$ cat config.mk
export PLATFORM = sky130hd
export DESIGN_NAME = bist_seq_ctrl
export DESIGN_NICKNAME = d
export VERILOG_FILES = /design/src/rtl/bist_seq_ctrl.sv
export SDC_FILE = /design/constraint.sdc
export NUM_CORES = 1
export LEC_CHECK = 0
export BUFFER_PORTS_ARGS = -buffer_cell sky130_fd_sc_hd__buf_2
export CAP_MARGIN = 30
export CORE_MARGIN = 4
export CORE_UTILIZATION = 25
export CTS_BUF_LIST = sky130_fd_sc_hd__clkbuf_4 sky130_fd_sc_hd__clkbuf_8
export CTS_CLUSTER_DIAMETER = 30
export DETAILED_ROUTE_END_ITERATION = 12
export PLACE_DENSITY = 0.5
export REMOVE_ABC_BUFFERS = 1
export SLEW_MARGIN = 20
export SYNTH_ARGS = -nofsm -noshare
export SYNTH_HDL_FRONTEND = slang
export SYNTH_SLANG_ARGS = --single-unit
$ cat constraint.sdc
create_clock -name clk -period 3.4 [get_ports clk]
set_input_delay 0.68 -clock clk [delete_from_list [all_inputs] [get_ports clk]]
set_output_delay 0.68 -clock clk [all_outputs]
set_load 0.01 [all_outputs]
$ cat src/rtl/bist_seq_ctrl.sv
// bist_seq_ctrl: sequencer for one SPI BIST run.
// Clears TPG/ORA, steps PAT_CNT patterns, flushes LAT cycles of CUT latency
// into the ORA, then compares the signature against the golden value latched
// at start. All outputs are registered and decoded from the next state, so
// they change on the same edge the FSM enters a state.
module bist_seq_ctrl #(
  parameter int SIG_W   = 4,
  parameter int PAT_CNT = 15,
  parameter int LAT     = 2,
  parameter int CNT_W   = 8
) (
  input  logic             clk,
  input  logic             reset,
  input  logic             start,
  input  logic             abort,
  input  logic [SIG_W-1:0] golden_sig,
  input  logic [SIG_W-1:0] signature_in,
  output logic             tpg_clear,
  output logic             tpg_en,
  output logic             ora_clear,
  output logic             ora_en,
  output logic             bist_mode,
  output logic             busy,
  output logic             done,
  output logic             pass,
  output logic             aborted,
  output logic [CNT_W-1:0] pattern_cnt
);

  typedef enum logic [2:0] {
    S_IDLE, S_CLEAR, S_RUN, S_FLUSH, S_COMPARE, S_DONE
  } state_t;

  localparam logic [CNT_W-1:0] PAT_LAST = CNT_W'(PAT_CNT);
  localparam logic [3:0]       LAT_N    = 4'(LAT);
  localparam bit               NO_FLUSH = (LAT == 0);

  state_t           state_q, state_d;
  logic [SIG_W-1:0] golden_q, golden_d;
  logic [CNT_W-1:0] cnt_d;
  logic [3:0]       flush_q, flush_d;
  logic             pass_d, aborted_d;

  // Next-state, latched golden, counters and result flags.
  always_comb begin
    state_d   = state_q;
    golden_d  = golden_q;
    cnt_d     = pattern_cnt;
    flush_d   = '0;
    pass_d    = pass;
    aborted_d = 1'b0;
    unique case (state_q)
      S_IDLE: begin
        // abort wins over start in IDLE and produces no aborted pulse
        if (start && !abort) begin
          state_d  = S_CLEAR;
          golden_d = golden_sig;
          pass_d   = 1'b0;
          cnt_d    = '0;
        end
      end
      S_CLEAR:   state_d = S_RUN;
      S_RUN: begin
        // pattern_cnt already counts the pattern applied in this cycle
        if (pattern_cnt == PAT_LAST) state_d = NO_FLUSH ? S_COMPARE : S_FLUSH;
      end
      S_FLUSH: begin
        if (flush_q == LAT_N) state_d = S_COMPARE;
      end
      S_COMPARE: begin
        state_d = S_DONE;
        pass_d  = (signature_in == golden_q);
      end
      S_DONE:    state_d = S_IDLE;
      default:   state_d = S_IDLE;
    endcase
    // DONE is already committed: the run completes even if abort arrives
    if (abort && state_q != S_IDLE && state_q != S_DONE) begin
      state_d   = S_IDLE;
      aborted_d = 1'b1;
      pass_d    = 1'b0;
    end
    if (state_d == S_RUN)   cnt_d   = pattern_cnt + 1'b1;
    if (state_d == S_FLUSH) flush_d = flush_q + 4'd1;
  end

  // State, latches and registered output decode.
  always_ff @(posedge clk or posedge reset) begin
    if (reset) begin
      state_q     <= S_IDLE;
      golden_q    <= '0;
      flush_q     <= '0;
      pattern_cnt <= '0;
      pass        <= 1'b0;
      aborted     <= 1'b0;
      tpg_clear   <= 1'b0;
      ora_clear   <= 1'b0;
      tpg_en      <= 1'b0;
      ora_en      <= 1'b0;
      bist_mode   <= 1'b0;
      busy        <= 1'b0;
      done        <= 1'b0;
    end else begin
      state_q     <= state_d;
      golden_q    <= golden_d;
      flush_q     <= flush_d;
      pattern_cnt <= cnt_d;
      pass        <= pass_d;
      aborted     <= aborted_d;
      tpg_clear   <= (state_d == S_CLEAR);
      ora_clear   <= (state_d == S_CLEAR);
      tpg_en      <= (state_d == S_RUN);
      ora_en      <= (state_d == S_RUN) || (state_d == S_FLUSH);
      bist_mode   <= (state_d != S_IDLE);
      busy        <= (state_d != S_IDLE);
      done        <= (state_d == S_DONE);
    end
  end

endmodule
==> impl_metrics.json <==
{
  "status": "finished, final reports clean",
  "die_x_um": 81.2,
  "final_core_util_pct": 31.3,
  "die_y_um": 81.2,
  "synth_area_per_cell_um2": 10.5,
  "vias_per_cell": 4.51,
  "synth_area_leaders": "dfrtp_1, mux2i_1, nor2_1",
  "powerDensity_nw_per_um2": 526,
  "num_vias": 1005,
  "drtAntennaViolNets": 0,
  "grt_max_degree": 16,
  "final_cells": 223,
  "fin_crit_ns": 2.01,
  "root_buffer": "clkbuf_8",
  "synth_top_area_cell": "dfrtp_1",
  "end_kind": "flip-flop",
  "rrSetupSlack_ns": 1.39,
  "area_growth_pct": 20.0,
  "clkTransAtPathRegs_ns": 0.10,
  "dieArea_um2": 6590,
  "yosysTopAreaCellShare_pct": 48.6,
  "clk_path_buf_depth": 2,
  "grt_overflow": 0,
  "grt_pass1_wl_um": 4690,
  "ys_warn_count": 0,
  "crit_required_ns": 3.54,
  "max_slew_margin_pct": 61.1,
  "final_nets": 169,
  "fmax_mhz": 498,
  "post_cts_buffers": 0,
  "drt-pass1-iter-count": 4,
  "synthCells": 127,
  "rows": 26,
  "drv_cap": 0,
  "initial_core_util_pct": 26.0,
  "drcViolationCount": 0,
  "io_pins": 29,
  "postCtsHoldBufs": 0,
  "wl_per_cell_um": 12.4,
  "numPortBuffers": 28,
  "worstPathArrival_ns": 2.14,
  "drtIter0Drc": 60,
  "gr-usage-all-layers_pct": 9.18,
  "timing.final.crit_share_pct": 59.0,
  "timing.final.ws_setup_ns": 1.39,
  "clkLatencyLatePin_ns": 0.28,
  "dp_slack_ns": 1.31,
  "timing.hold.ws_ns": 0.443,
  "htree_levels": 1,
  "dp_cells": 219,
  "rr_startpoint": "pattern_cnt[0]$_DFFE_PP0P_",
  "dp_hpwl_um": 2180,
  "worst-setup-path-type": "reg2reg",
  "ys_types": 43,
  "vdd_ir_drop_max_uv": 168,
  "start_kind": "flip-flop",
  "setup_tns_ns": 0,
  "cts_resized": 0,
  "reg2reg_depth": 5,
  "synth_edf_count": 0,
  "yosys_most_used_dff": "dfrtp_1",
  "fp.coreArea_um2": 5140,
  "ys_seq_area_share_pct": 48.6,
  "antenna_found_initial": 0,
  "hp-class": "in2async",
  "slew_violations": 0,
  "critical_path.endpoint": "pattern_cnt[1]$_DFFE_PP0P_",
  "ys_seq_elements": 26,
  "synthesis.area_um2": 1340,
  "fin_skew_ns": 0.0156,
  "r2r_end": "pattern_cnt[1]$_DFFE_PP0P_",
  "finalHoldViolCount": 0,
  "async_flop_share_pct": 100,
  "tritoncts": "built",
  "setup_violations": 0,
  "cp_max_fo": 8,
  "rsz0062_at_grt": "false",
  "p_leak_uw": 0.000799,
  "fillers": 568,
  "startpoint": "pattern_cnt[0]$_DFFE_PP0P_",
  "tightestPinTransition_ns": 0.583,
  "drive_gt1_share_pct": 28.1,
  "cts_buffers": 3,
  "drt-total-wl_um": 2770,
  "cts_sinks": 26,
  "place.gp.congestion": 0.801,
  "grt_pass1_vias": 949,
  "diodes": 0
}
area by class of cell:
cell class                      instances  area, µm²  area share, %
Timing Repair Buffer                   29        155           9.66
Clock inverter                          1       30.0           1.87
Multi-Input combinational cell         87        616           38.3
Clock buffer                            3       41.3           2.57
Tap cell                               70       87.6           5.45
Inverter                                7       26.3           1.64
Sequential cell                        26        651           40.5
Yosys cell counts, types with 2 or more instances:
library cell / number
and3_1: 2
nor2b_1: 4
xor2_1: 5
a21oi_1: 2
o211ai_1: 3
nand2_1: 7
a311oi_1: 2
o31ai_1: 2
o21ai_0: 7
ha_1: 3
dfrtp_1: 26
nand3_1: 5
mux2i_1: 5
clkbuf_1: 2
inv_1: 7
mux2_2: 4
nor2_1: 13
buf_4: 3
power breakdown:
group	switching (µW)	internal (µW)
Sequential	49.9	353
Clock	101	158
Combinational	97.7	85.8
stage by stage:
step                cell area, µm²  power, µW
detailed placement            1540        595
global placement              1520        591
finish                        1610        845
CTS                           1610        855
floorplan                     1290        521
global route                  1610        899
cell families after synthesis:
group / share of synthesized area, %
simple gates: 15.9
compound gates: 16.3
flops: 48.6
buf+inv: 5.42
mux: 7.10
xor+xnor: 3.93
fa+ha+maj: 2.80
cell usage in the layout, fill, tap and decap left out, types with 2 or more instances in the layout:
cell and instances:
inv_1 7, o21ai_0 7, mux2_2 4, a21oi_1 2, nand3_1 5, xor2_1 5
o211ai_1 3, a311oi_1 2, buf_2 28, o31ai_1 2, ha_1 3, nor2_1 13
nand2_1 7, dfrtp_1 26, clkbuf_8 3, nor2b_1 4, and3_1 2, mux2i_1 5
layer usage:
metal	track usage (%)	vias up	wire, µm
li1	-	505	-
met1	13.5	467	1410
met2	13.2	29	1170
met3	2.22	4	163
met4	2.70	0	18
met5	0	-	0
registers in the layout, summed over array words and instances, names as in the netlist, 3 cells and up:
signal / count
pattern_cnt: 8
golden_q: 4
state_q: 3
flush_q: 4
how the worst min path moves through the flow:
stage,from,end,slack [ns],cells after the start
after CTS,reset,aborted$_DFF_PP0_,0.46,2
after global placement,flush_q[0]$_DFF_PP0_,flush_q[0]$_DFF_PP0_,0.47,1
final,reset,done$_DFF_PP0_,0.44,2
after global routing,reset,flush_q[2]$_DFF_PP0_,0.49,2
after floorplan,flush_q[0]$_DFF_PP0_,flush_q[0]$_DFF_PP0_,0.45,1
after detailed placement,flush_q[0]$_DFF_PP0_,flush_q[0]$_DFF_PP0_,0.48,1
worst max-delay path, cell delays in order (launching register included):
cell and delay [ns]:
dfrtp_1 0.42, ha_1 0.24, and3_1 0.24, a311oi_2 0.50
o21ai_0 0.30, mux2i_1 0.18
(Power assumes the default switching activity.)
